File: config.mk
export PLATFORM = sky130hd
export DESIGN_NAME = reservation_station_param
export DESIGN_NICKNAME = d
export VERILOG_FILES = /design/src/rtl/reservation_station_param.sv
export SDC_FILE = /design/constraint.sdc
export NUM_CORES = 2
export LEC_CHECK = 0
export CAP_MARGIN = 20
export CORE_ASPECT_RATIO = 0.9
export CORE_UTILIZATION = 40
export DETAILED_ROUTE_END_ITERATION = 16
export HOLD_SLACK_MARGIN = 0.12
export PLACE_DENSITY = 0.58
export SYNTH_ARGS = -nofsm -noshare
export SYNTH_HDL_FRONTEND = slang
export SYNTH_SLANG_ARGS = --single-unit
File: constraint.sdc
create_clock -name clk -period 5.91 [get_ports clk]
set_input_delay 1.182 -clock clk [delete_from_list [all_inputs] [get_ports clk]]
set_output_delay 1.182 -clock clk [all_outputs]
set_load 0.02 [all_outputs]
File: src/rtl/reservation_station_param.sv
// Out-of-order reservation station: holds waiting ops, snoops CDB_N
// result buses, issues the oldest ready entry over valid/ready.
//
// Ports:
//   clk, rst (sync active-high), ena (global freeze), in_flush
//   in_disp_* / out_disp_ready : dispatch from decode
//   in_cdb_valid/tag/data      : packed CDB broadcast ports
//   out_issue_valid / in_issue_ready / out_* : issue to execution unit
//   out_free_count             : number of free entries
module reservation_station_param #(
    parameter int RS_DEPTH = 8,
    parameter int DATA_W   = 32,
    parameter int ROB_W    = 4,
    parameter int OP_W     = 6,
    parameter int CDB_N    = 2
) (
    input  logic                          clk,
    input  logic                          rst,
    input  logic                          ena,
    input  logic                          in_flush,
    input  logic                          in_disp_valid,
    output logic                          out_disp_ready,
    input  logic [OP_W-1:0]               in_op,
    input  logic [ROB_W-1:0]              in_Qj,
    input  logic [ROB_W-1:0]              in_Qk,
    input  logic [DATA_W-1:0]             in_Vj,
    input  logic [DATA_W-1:0]             in_Vk,
    input  logic [DATA_W-1:0]             in_imm,
    input  logic [DATA_W-1:0]             in_pc,
    input  logic [ROB_W-1:0]              in_rd_rob,
    input  logic                          in_has_rd_dest,
    input  logic [CDB_N-1:0]              in_cdb_valid,
    input  logic [CDB_N*ROB_W-1:0]        in_cdb_tag,
    input  logic [CDB_N*DATA_W-1:0]       in_cdb_data,
    output logic                          out_issue_valid,
    input  logic                          in_issue_ready,
    output logic [OP_W-1:0]               out_op,
    output logic [DATA_W-1:0]             out_Vj,
    output logic [DATA_W-1:0]             out_Vk,
    output logic [DATA_W-1:0]             out_imm,
    output logic [DATA_W-1:0]             out_pc,
    output logic [ROB_W-1:0]              out_rob_tag,
    output logic [$clog2(RS_DEPTH+1)-1:0] out_free_count
);

    localparam int CW = $clog2(RS_DEPTH + 1);
    localparam int IW = $clog2(RS_DEPTH);

    logic [RS_DEPTH-1:0] busy_q;
    logic [OP_W-1:0]     op_q   [RS_DEPTH];
    logic [ROB_W-1:0]    qj_q   [RS_DEPTH];
    logic [ROB_W-1:0]    qk_q   [RS_DEPTH];
    logic [DATA_W-1:0]   vj_q   [RS_DEPTH];
    logic [DATA_W-1:0]   vk_q   [RS_DEPTH];
    logic [DATA_W-1:0]   imm_q  [RS_DEPTH];
    logic [DATA_W-1:0]   pc_q   [RS_DEPTH];
    logic [ROB_W-1:0]    dst_q  [RS_DEPTH];
    // older_q[i][j] = 1 when entry i was dispatched before entry j
    logic [RS_DEPTH-1:0] older_q [RS_DEPTH];
    logic [CW-1:0]       free_q;

    logic [DATA_W:0]     wk_j [RS_DEPTH];
    logic [DATA_W:0]     wk_k [RS_DEPTH];
    logic [DATA_W:0]     fw_j;
    logic [DATA_W:0]     fw_k;
    logic [RS_DEPTH-1:0] ready;
    logic [RS_DEPTH-1:0] blocked;
    logic [IW-1:0]       sel_idx;
    logic [IW-1:0]       free_idx;
    logic                any_ready;
    logic                disp_fire;
    logic                load;
    logic                issue_fire;

    // Returns {hit, data}; scanning high to low lets the lowest port win.
    function automatic logic [DATA_W:0] cdb_lookup(input logic [ROB_W-1:0] tag);
        logic [DATA_W:0] r;
        r = '0;
        for (int k = CDB_N - 1; k >= 0; k--) begin
            if (in_cdb_valid[k] && tag != '0 &&
                in_cdb_tag[k*ROB_W +: ROB_W] == tag)
                r = {1'b1, in_cdb_data[k*DATA_W +: DATA_W]};
        end
        return r;
    endfunction

    always_comb begin
        fw_j = cdb_lookup(in_Qj);
        fw_k = cdb_lookup(in_Qk);
        for (int i = 0; i < RS_DEPTH; i++) begin
            wk_j[i] = cdb_lookup(qj_q[i]);
            wk_k[i] = cdb_lookup(qk_q[i]);
        end
    end

    always_comb begin
        ready = '0;
        for (int i = 0; i < RS_DEPTH; i++)
            ready[i] = busy_q[i] && qj_q[i] == '0 && qk_q[i] == '0;
    end

    // An entry is blocked when some older entry is also ready.
    always_comb begin
        blocked = '0;
        sel_idx = '0;
        for (int i = 0; i < RS_DEPTH; i++) begin
            for (int j = 0; j < RS_DEPTH; j++)
                if (ready[j] && older_q[j][i])
                    blocked[i] = 1'b1;
            if (ready[i] && !blocked[i])
                sel_idx = IW'(i);
        end
    end

    always_comb begin
        free_idx = '0;
        for (int i = RS_DEPTH - 1; i >= 0; i--)
            if (!busy_q[i])
                free_idx = IW'(i);
    end

    assign any_ready      = |ready;
    assign out_disp_ready = free_q != '0;
    assign out_free_count = free_q;
    assign disp_fire      = in_disp_valid && out_disp_ready && !in_flush;
    assign load           = !out_issue_valid || in_issue_ready;
    assign issue_fire     = load && any_ready && !in_flush;

    always_ff @(posedge clk) begin
        if (rst) begin
            busy_q          <= '0;
            free_q          <= CW'(RS_DEPTH);
            out_issue_valid <= 1'b0;
            out_op          <= '0;
            out_Vj          <= '0;
            out_Vk          <= '0;
            out_imm         <= '0;
            out_pc          <= '0;
            out_rob_tag     <= '0;
            for (int i = 0; i < RS_DEPTH; i++) begin
                op_q[i]    <= '0;
                qj_q[i]    <= '0;
                qk_q[i]    <= '0;
                vj_q[i]    <= '0;
                vk_q[i]    <= '0;
                imm_q[i]   <= '0;
                pc_q[i]    <= '0;
                dst_q[i]   <= '0;
                older_q[i] <= '0;
            end
        end else if (ena) begin
            if (in_flush) begin
                busy_q          <= '0;
                free_q          <= CW'(RS_DEPTH);
                out_issue_valid <= 1'b0;
            end else begin
                for (int i = 0; i < RS_DEPTH; i++) begin
                    if (busy_q[i] && wk_j[i][DATA_W]) begin
                        qj_q[i] <= '0;
                        vj_q[i] <= wk_j[i][DATA_W-1:0];
                    end
                    if (busy_q[i] && wk_k[i][DATA_W]) begin
                        qk_q[i] <= '0;
                        vk_q[i] <= wk_k[i][DATA_W-1:0];
                    end
                end

                if (load) begin
                    out_issue_valid <= any_ready;
                    if (any_ready) begin
                        out_op          <= op_q[sel_idx];
                        out_Vj          <= vj_q[sel_idx];
                        out_Vk          <= vk_q[sel_idx];
                        out_imm         <= imm_q[sel_idx];
                        out_pc          <= pc_q[sel_idx];
                        out_rob_tag     <= dst_q[sel_idx];
                        busy_q[sel_idx] <= 1'b0;
                    end
                end

                // Free entry is never the one being issued, so the busy
                // writes above and below cannot collide.
                if (disp_fire) begin
                    busy_q[free_idx] <= 1'b1;
                    op_q[free_idx]   <= in_op;
                    imm_q[free_idx]  <= in_imm;
                    pc_q[free_idx]   <= in_pc;
                    dst_q[free_idx]  <= in_has_rd_dest ? in_rd_rob : '0;
                    qj_q[free_idx]   <= fw_j[DATA_W] ? '0 : in_Qj;
                    vj_q[free_idx]   <= fw_j[DATA_W] ? fw_j[DATA_W-1:0] : in_Vj;
                    qk_q[free_idx]   <= fw_k[DATA_W] ? '0 : in_Qk;
                    vk_q[free_idx]   <= fw_k[DATA_W] ? fw_k[DATA_W-1:0] : in_Vk;
                    older_q[free_idx] <= '0;
                    for (int j = 0; j < RS_DEPTH; j++)
                        older_q[j][free_idx] <= busy_q[j];
                end

                free_q <= free_q + CW'(issue_fire) - CW'(disp_fire);
            end
        end
    end

endmodule

## Yosys cells after proc, flatten, opt, wreduce, memory -nomap -nowiden

Memories as Yosys holds them, arrays and structs flattened. A register that Yosys moved wholly into a read port is not among the register bits.
Cells that the tools add are included.
W data, S select, Z words.

| word-level totals | value |
|---|---|
| memories kept | 9 |
| bits in read-only memories | 0 |
| bits in registers | 13 |
| output and inout port bits | 144 |
| bits in writable memories | 1,232 |
| input bits | 227 |
| word-level logic and storage cells | 902 |
| bits in latches | 0 |

| cells by class | value |
|---|---|
| mux-type cells | 322 |
| reductions and logical operators | 226 |
| add/subtract/negate cells | 2 |
| shifts and indexed selects | 0 |
| $mul | 0 |
| $lt $le $gt $ge | 4 |
| equality and inequality tests | 44 |
| div/mod/pow operators | 0 |
| bitwise gates (word level) | 292 |

Memory list:

| memory | depth | width | rd ports | clocked after Yosys merged registers in | write ports | RTL line | source |
|---|---|---|---|---|---|---|---|
| imm_q | 8 | 32 | 1 | 1 | 8 | 55 | `logic [DATA_W-1:0] imm_q [RS_DEPTH];` |
| pc_q | 8 | 32 | 1 | 1 | 8 | 56 | `logic [DATA_W-1:0] pc_q [RS_DEPTH];` |
| vj_q | 8 | 32 | 1 | 1 | 9 | 53 | `logic [DATA_W-1:0] vj_q [RS_DEPTH];` |
| vk_q | 8 | 32 | 1 | 1 | 9 | 54 | `logic [DATA_W-1:0] vk_q [RS_DEPTH];` |
| older_q | 8 | 8 | 8 | 0 | 9 | 59 | `logic [RS_DEPTH-1:0] older_q [RS_DEPTH];` |
| op_q | 8 | 6 | 1 | 1 | 8 | 50 | `logic [OP_W-1:0] op_q [RS_DEPTH];` |
| 3 more memories | n/a | n/a | n/a | n/a | n/a | n/a |  |

Operators by type and width:

| operator | count |
|---|---|
| $mux W33 | 36 |
| $mux W32 | 20 |
| $mux W1 | 216 |
| $logic_and A1 B1 Y1 | 173 |
| $eq A4 B4 Y1 | 36 |
| $and A1 B1 Y1 | 128 |
| $or A1 B1 Y1 | 96 |
| $mux W4 | 21 |
| $reduce_bool A4 Y1 | 19 |
| $not A1 Y1 | 65 |
| $logic_not A4 Y1 | 16 |
| $mux W8 | 8 |
| $reduce_or A32 Y1 | 2 |
| $mux W3 | 18 |
| $eq A3 B3 Y1 const B | 8 |
| $logic_not A1 Y1 | 9 |
| $and A8 B8 Y8 | 1 |
| $lt A3 B4 Y1 const B | 2 |
| $not A8 Y8 | 1 |
| $or A8 B8 Y8 | 1 |
| $reduce_or A8 Y1 | 1 |
| $demux W1 S3 | 2 |
| $ge A3 B1 Y1 const B | 2 |
| $mux W6 | 1 |
| other kinds (8) | 8 |

## Logic depth before layout (Yosys ltp)

An unclocked memory read counts as a cell.

| depth | value |
|---|---|
| depth after elaboration | 36 |
| mapped depth | 16 |
| mapped depth without buffers | 13 |

## Worst setup path after synthesis

No wires, ideal clock.

| path | value |
|---|---|
| kind | input -> register |
| from | in in_cdb_tag[2] |
| to | mem qk_q[7][0], enable pin |
| arrival time | 5.821 ns |
| slack | -0.390 ns |
| required time | 5.431 ns |
| library setup time | 0.479 ns |
| stages on the path | 8 |
| buffers on the path | 3 |
| path through | clkbuf_1 -> buf_1 -> xnor2_1 -> nand4_1 -> nor2_1 -> clkbuf_1 -> nor2_1 -> o21ai_0 |

RTL lines:

| item | RTL line | source |
|---|---|---|
| start: declaration | 33 | `input logic [CDB_N*ROB_W-1:0] in_cdb_tag,` |
| end: declaration | 52 | `logic [ROB_W-1:0] qk_q [RS_DEPTH];` |

==> impl_metrics.py <==
metrics = {
    "timing": {
        "setup_tns_ns": 0,
        "rsz0062_at_grt": "no",
        "slew_headroom": 0.217,
        "slew_viol_final": 0,
        "fin_crit_sh": 0.809,
        "fin_ws_ns": 1.13,
        "fin_worst_skew_ns": 0.0368,
        "setup_viol": 0,
        "hold_viol": 0,
        "worst_pin_slew_ns": 1.17,
        "max_freq_ghz": 0.209,
        "fin_crit_ns": 4.78,
    },
    "yosys": {
        "synth_warnings": 0,
        "synthAdderAreaFrac": 0.00122,
        "synth_cell_types": 68,
        "synth_ff_type": "edfxtp_1",
        "muxShareOfSynthArea": 0.109,
        "synth_xor_area_frac": 0.0163,
        "syn_avg_cell_area_um2": 11.9,
        "synthCells": 5698,
        "synth_top_area_share": 0.518,
        "ys_top_cells_by_area": "edfxtp_1 (52%), mux2i_1 (8.5%), dfxtp_1 (6.1%)",
        "async_flop_share": 0,
        "yosys.area_share.simple": 0.101,
        "synth_compound_area_frac": 0.155,
        "synthesis.area_um2": 67700,
        "ys_ff_latch": 1375,
        "synth_area_leader_cell": "edfxtp_1",
        "synth-seq-area-share": 0.579,
        "synth_edf_count": 1168,
        "synth_top_family_by_area": "compound AO/OA/AOI/OAI gates",
        "syn_nets": 5931,
    },
    "final_layout": {
        "nets": 6025,
        "n_fill_cell": 15100,
        "drive_gt1_frac": 0.114,
        "regArea_um2": 39200,
        "multiInputGateArea_um2": 26200,
        "mostFrequentLayoutCells": "edfxtp_1 (1168), mux2i_1 (578), o22ai_1 (480)",
        "final_core_util": 0.473,
        "layout_commonest_cell": "edfxtp_1",
        "area_delta_synth_final_pct": 17.0,
    },
    "placed_design": {
        "place_ws_ns": 1.02,
        "port-buffer-count": 370,
        "hpwl_um": 146000,
        "place_congestion": 0.918,
    },
    "floorplan": {
        "row_count": 142,
        "core_area_um2": 167000,
        "initial_core_util": 0.405,
        "fp.dieW_um": 436,
        "fp.dieH_um": 392,
        "die_area_um2": 171000,
        "ios": 371,
    },
    "clock_tree": {
        "numClockSinks": 1375,
        "cts_buffer_depth": 3,
        "clk_pin_slew_ns": 0.06,
        "cts-resized-gates": 0,
        "insertion_delay_ns": 0.81,
        "cts_buffers": 150,
        "cts_setup_buffers": 0,
        "clockRootBuffer": "clkbuf_16",
        "h-tree-depth": 4,
        "cts_tree": "done",
        "cts.hold.buffers_added": 0,
    },
    "worst_hold_path": {
        "hold_path_depth": 2,
        "hold_path_class": "flip-flop to flip-flop",
    },
    "status": {
        "status": "complete, no violations",
    },
    "routing": {
        "drtIter0Drc": 7152,
        "drt_wl_total_um": 263000,
        "drtPass1Iterations": 11,
        "post_drt_wl_per_cell_um": 32.3,
        "final_antenna_net_count": 0,
        "via_per_inst": 6.39,
        "drc": 0,
        "via_count": 52100,
    },
    "power": {
        "p_per_area_nw_per_um2": 277,
        "p_leak_nw": 30.1,
        "max-vdd-ir-drop_mv": 0.222,
        "power.internal_mw": 16.7,
        "p_comb_frac": 0.073,
        "p_sw_frac": 0.241,
        "clockPowerShare": 0.429,
        "switchingPower_mw": 5.28,
        "pwr-share-seq": 0.498,
    },
    "run": {
        "drv_cap": 0,
    },
    "worst_setup_path": {
        "critPathKind": "flip-flop to flip-flop",
        "critPathLaunchType": "flip-flop",
        "crit_fanout": 25,
        "cp.required_ns": 6.55,
        "cp.arrival_ns": 5.43,
        "r2r_cells": 9,
        "end_kind": "flip-flop",
    },
    "grt": {
        "first_global_vias": 50300,
        "track_usage": 0.299,
        "grt_max_degree": 129,
        "antenna_found_initial": 18,
        "grt.overflow.total": 0,
        "grt_pass1_wl_um": 370000,
    },
}
power by group through the flow:
stage	clock [mW]	combinational, mW	sequential [mW]
floorplan	0	0.835	11.1
global placement	0	1.56	11.1
detailed placement	0	1.57	11.1
CTS	9.46	1.58	10.9
global route	9.83	1.67	10.9
finish	9.41	1.61	10.9
cells in the mapped netlist (all sizes together), types with 61 or more instances:
cell and count:
edfxtp 1168, mux2i 578, clkbuf 539, o22ai 480, and2 433, nor2 238
nand2 213, dfxtp 207, a21o 204, o21ai 188, and3 163, a31oi 145
mux2 143, a222oi 135, o21bai 135, a21oi 120, buf 111, a221oi 70
xnor2 65, xor2 61
worst max-delay path, cell delays in order, from the launching register on:
cell	delay [ns]
edfxtp_1	0.46
nor4_2	0.86
and4b_1	0.46
nor4_1	0.12
a21oi_1	0.63
and2_4	0.67
nand2_4	0.48
buf_4	0.34
o21ai_0	0.40
a31oi_1	0.13
flip-flops by register name, summed over array words and instances, names as in the netlist:
name	count
dst_q	32
imm_q	256
out_pc	32
out_free_count	4
vj_q	256
out_issue_valid	1
out_rob_tag	4
out_op	6
older_q	56
out_Vk	32
qj_q	32
qk_q	32
out_Vj	32
pc_q	256
busy_q	8
vk_q	256
op_q	48
out_imm	32
final timing paths:
path | start | end | slack (ns)
setup / recovery | qj_q[7][1] | out_Vk[20] | 1.13
hold / removal | older_q[0][7] | older_q[0][7] | 0.45
setup reg to reg | qj_q[7][1] | out_Vk[20] | 1.13
hold reg to reg | older_q[0][7] | older_q[0][7] | 0.45
area by class of cell:
type                    count  share of cell area
flip-flops and latches   1375               0.495
multi-input cells        3654               0.331
repair buffers            592              0.0763
clock buffers             224              0.0542
well taps                2232              0.0352
clock inverters            55             0.00676
inverters                  19             0.00115
diodes                      8            0.000253
per-layer routing:
metal	up-vias	share of wire	track usage	wire length, um
met4	12	0.049	0.143	12900
met2	3276	0.47	0.489	123000
met5	-	0.00027	0	70
met1	26100	0.38	0.378	101000
met3	672	0.10	0.0606	26500
li1	22000	-	-	-
logic make-up after synthesis:
family | Yosys count
compound gates | 1537
flops | 1375
simple gates | 1264
mux | 721
buf+inv | 669
xor+xnor | 126
fa+ha+maj | 6
metrics by stage:
step	hold slack (ns)	std cells	total power, mW	instance area, um2
finish	0.452	8159	21.9	79200
global route	0.470	8157	22.4	79200
CTS	0.447	8150	22.0	79200
detailed placement	0.435	7871	12.7	74400
global placement	0.432	7869	12.7	74300
floorplan	0.417	5698	11.9	67700
No activity file was read; power rests on OpenSTA's default activity.
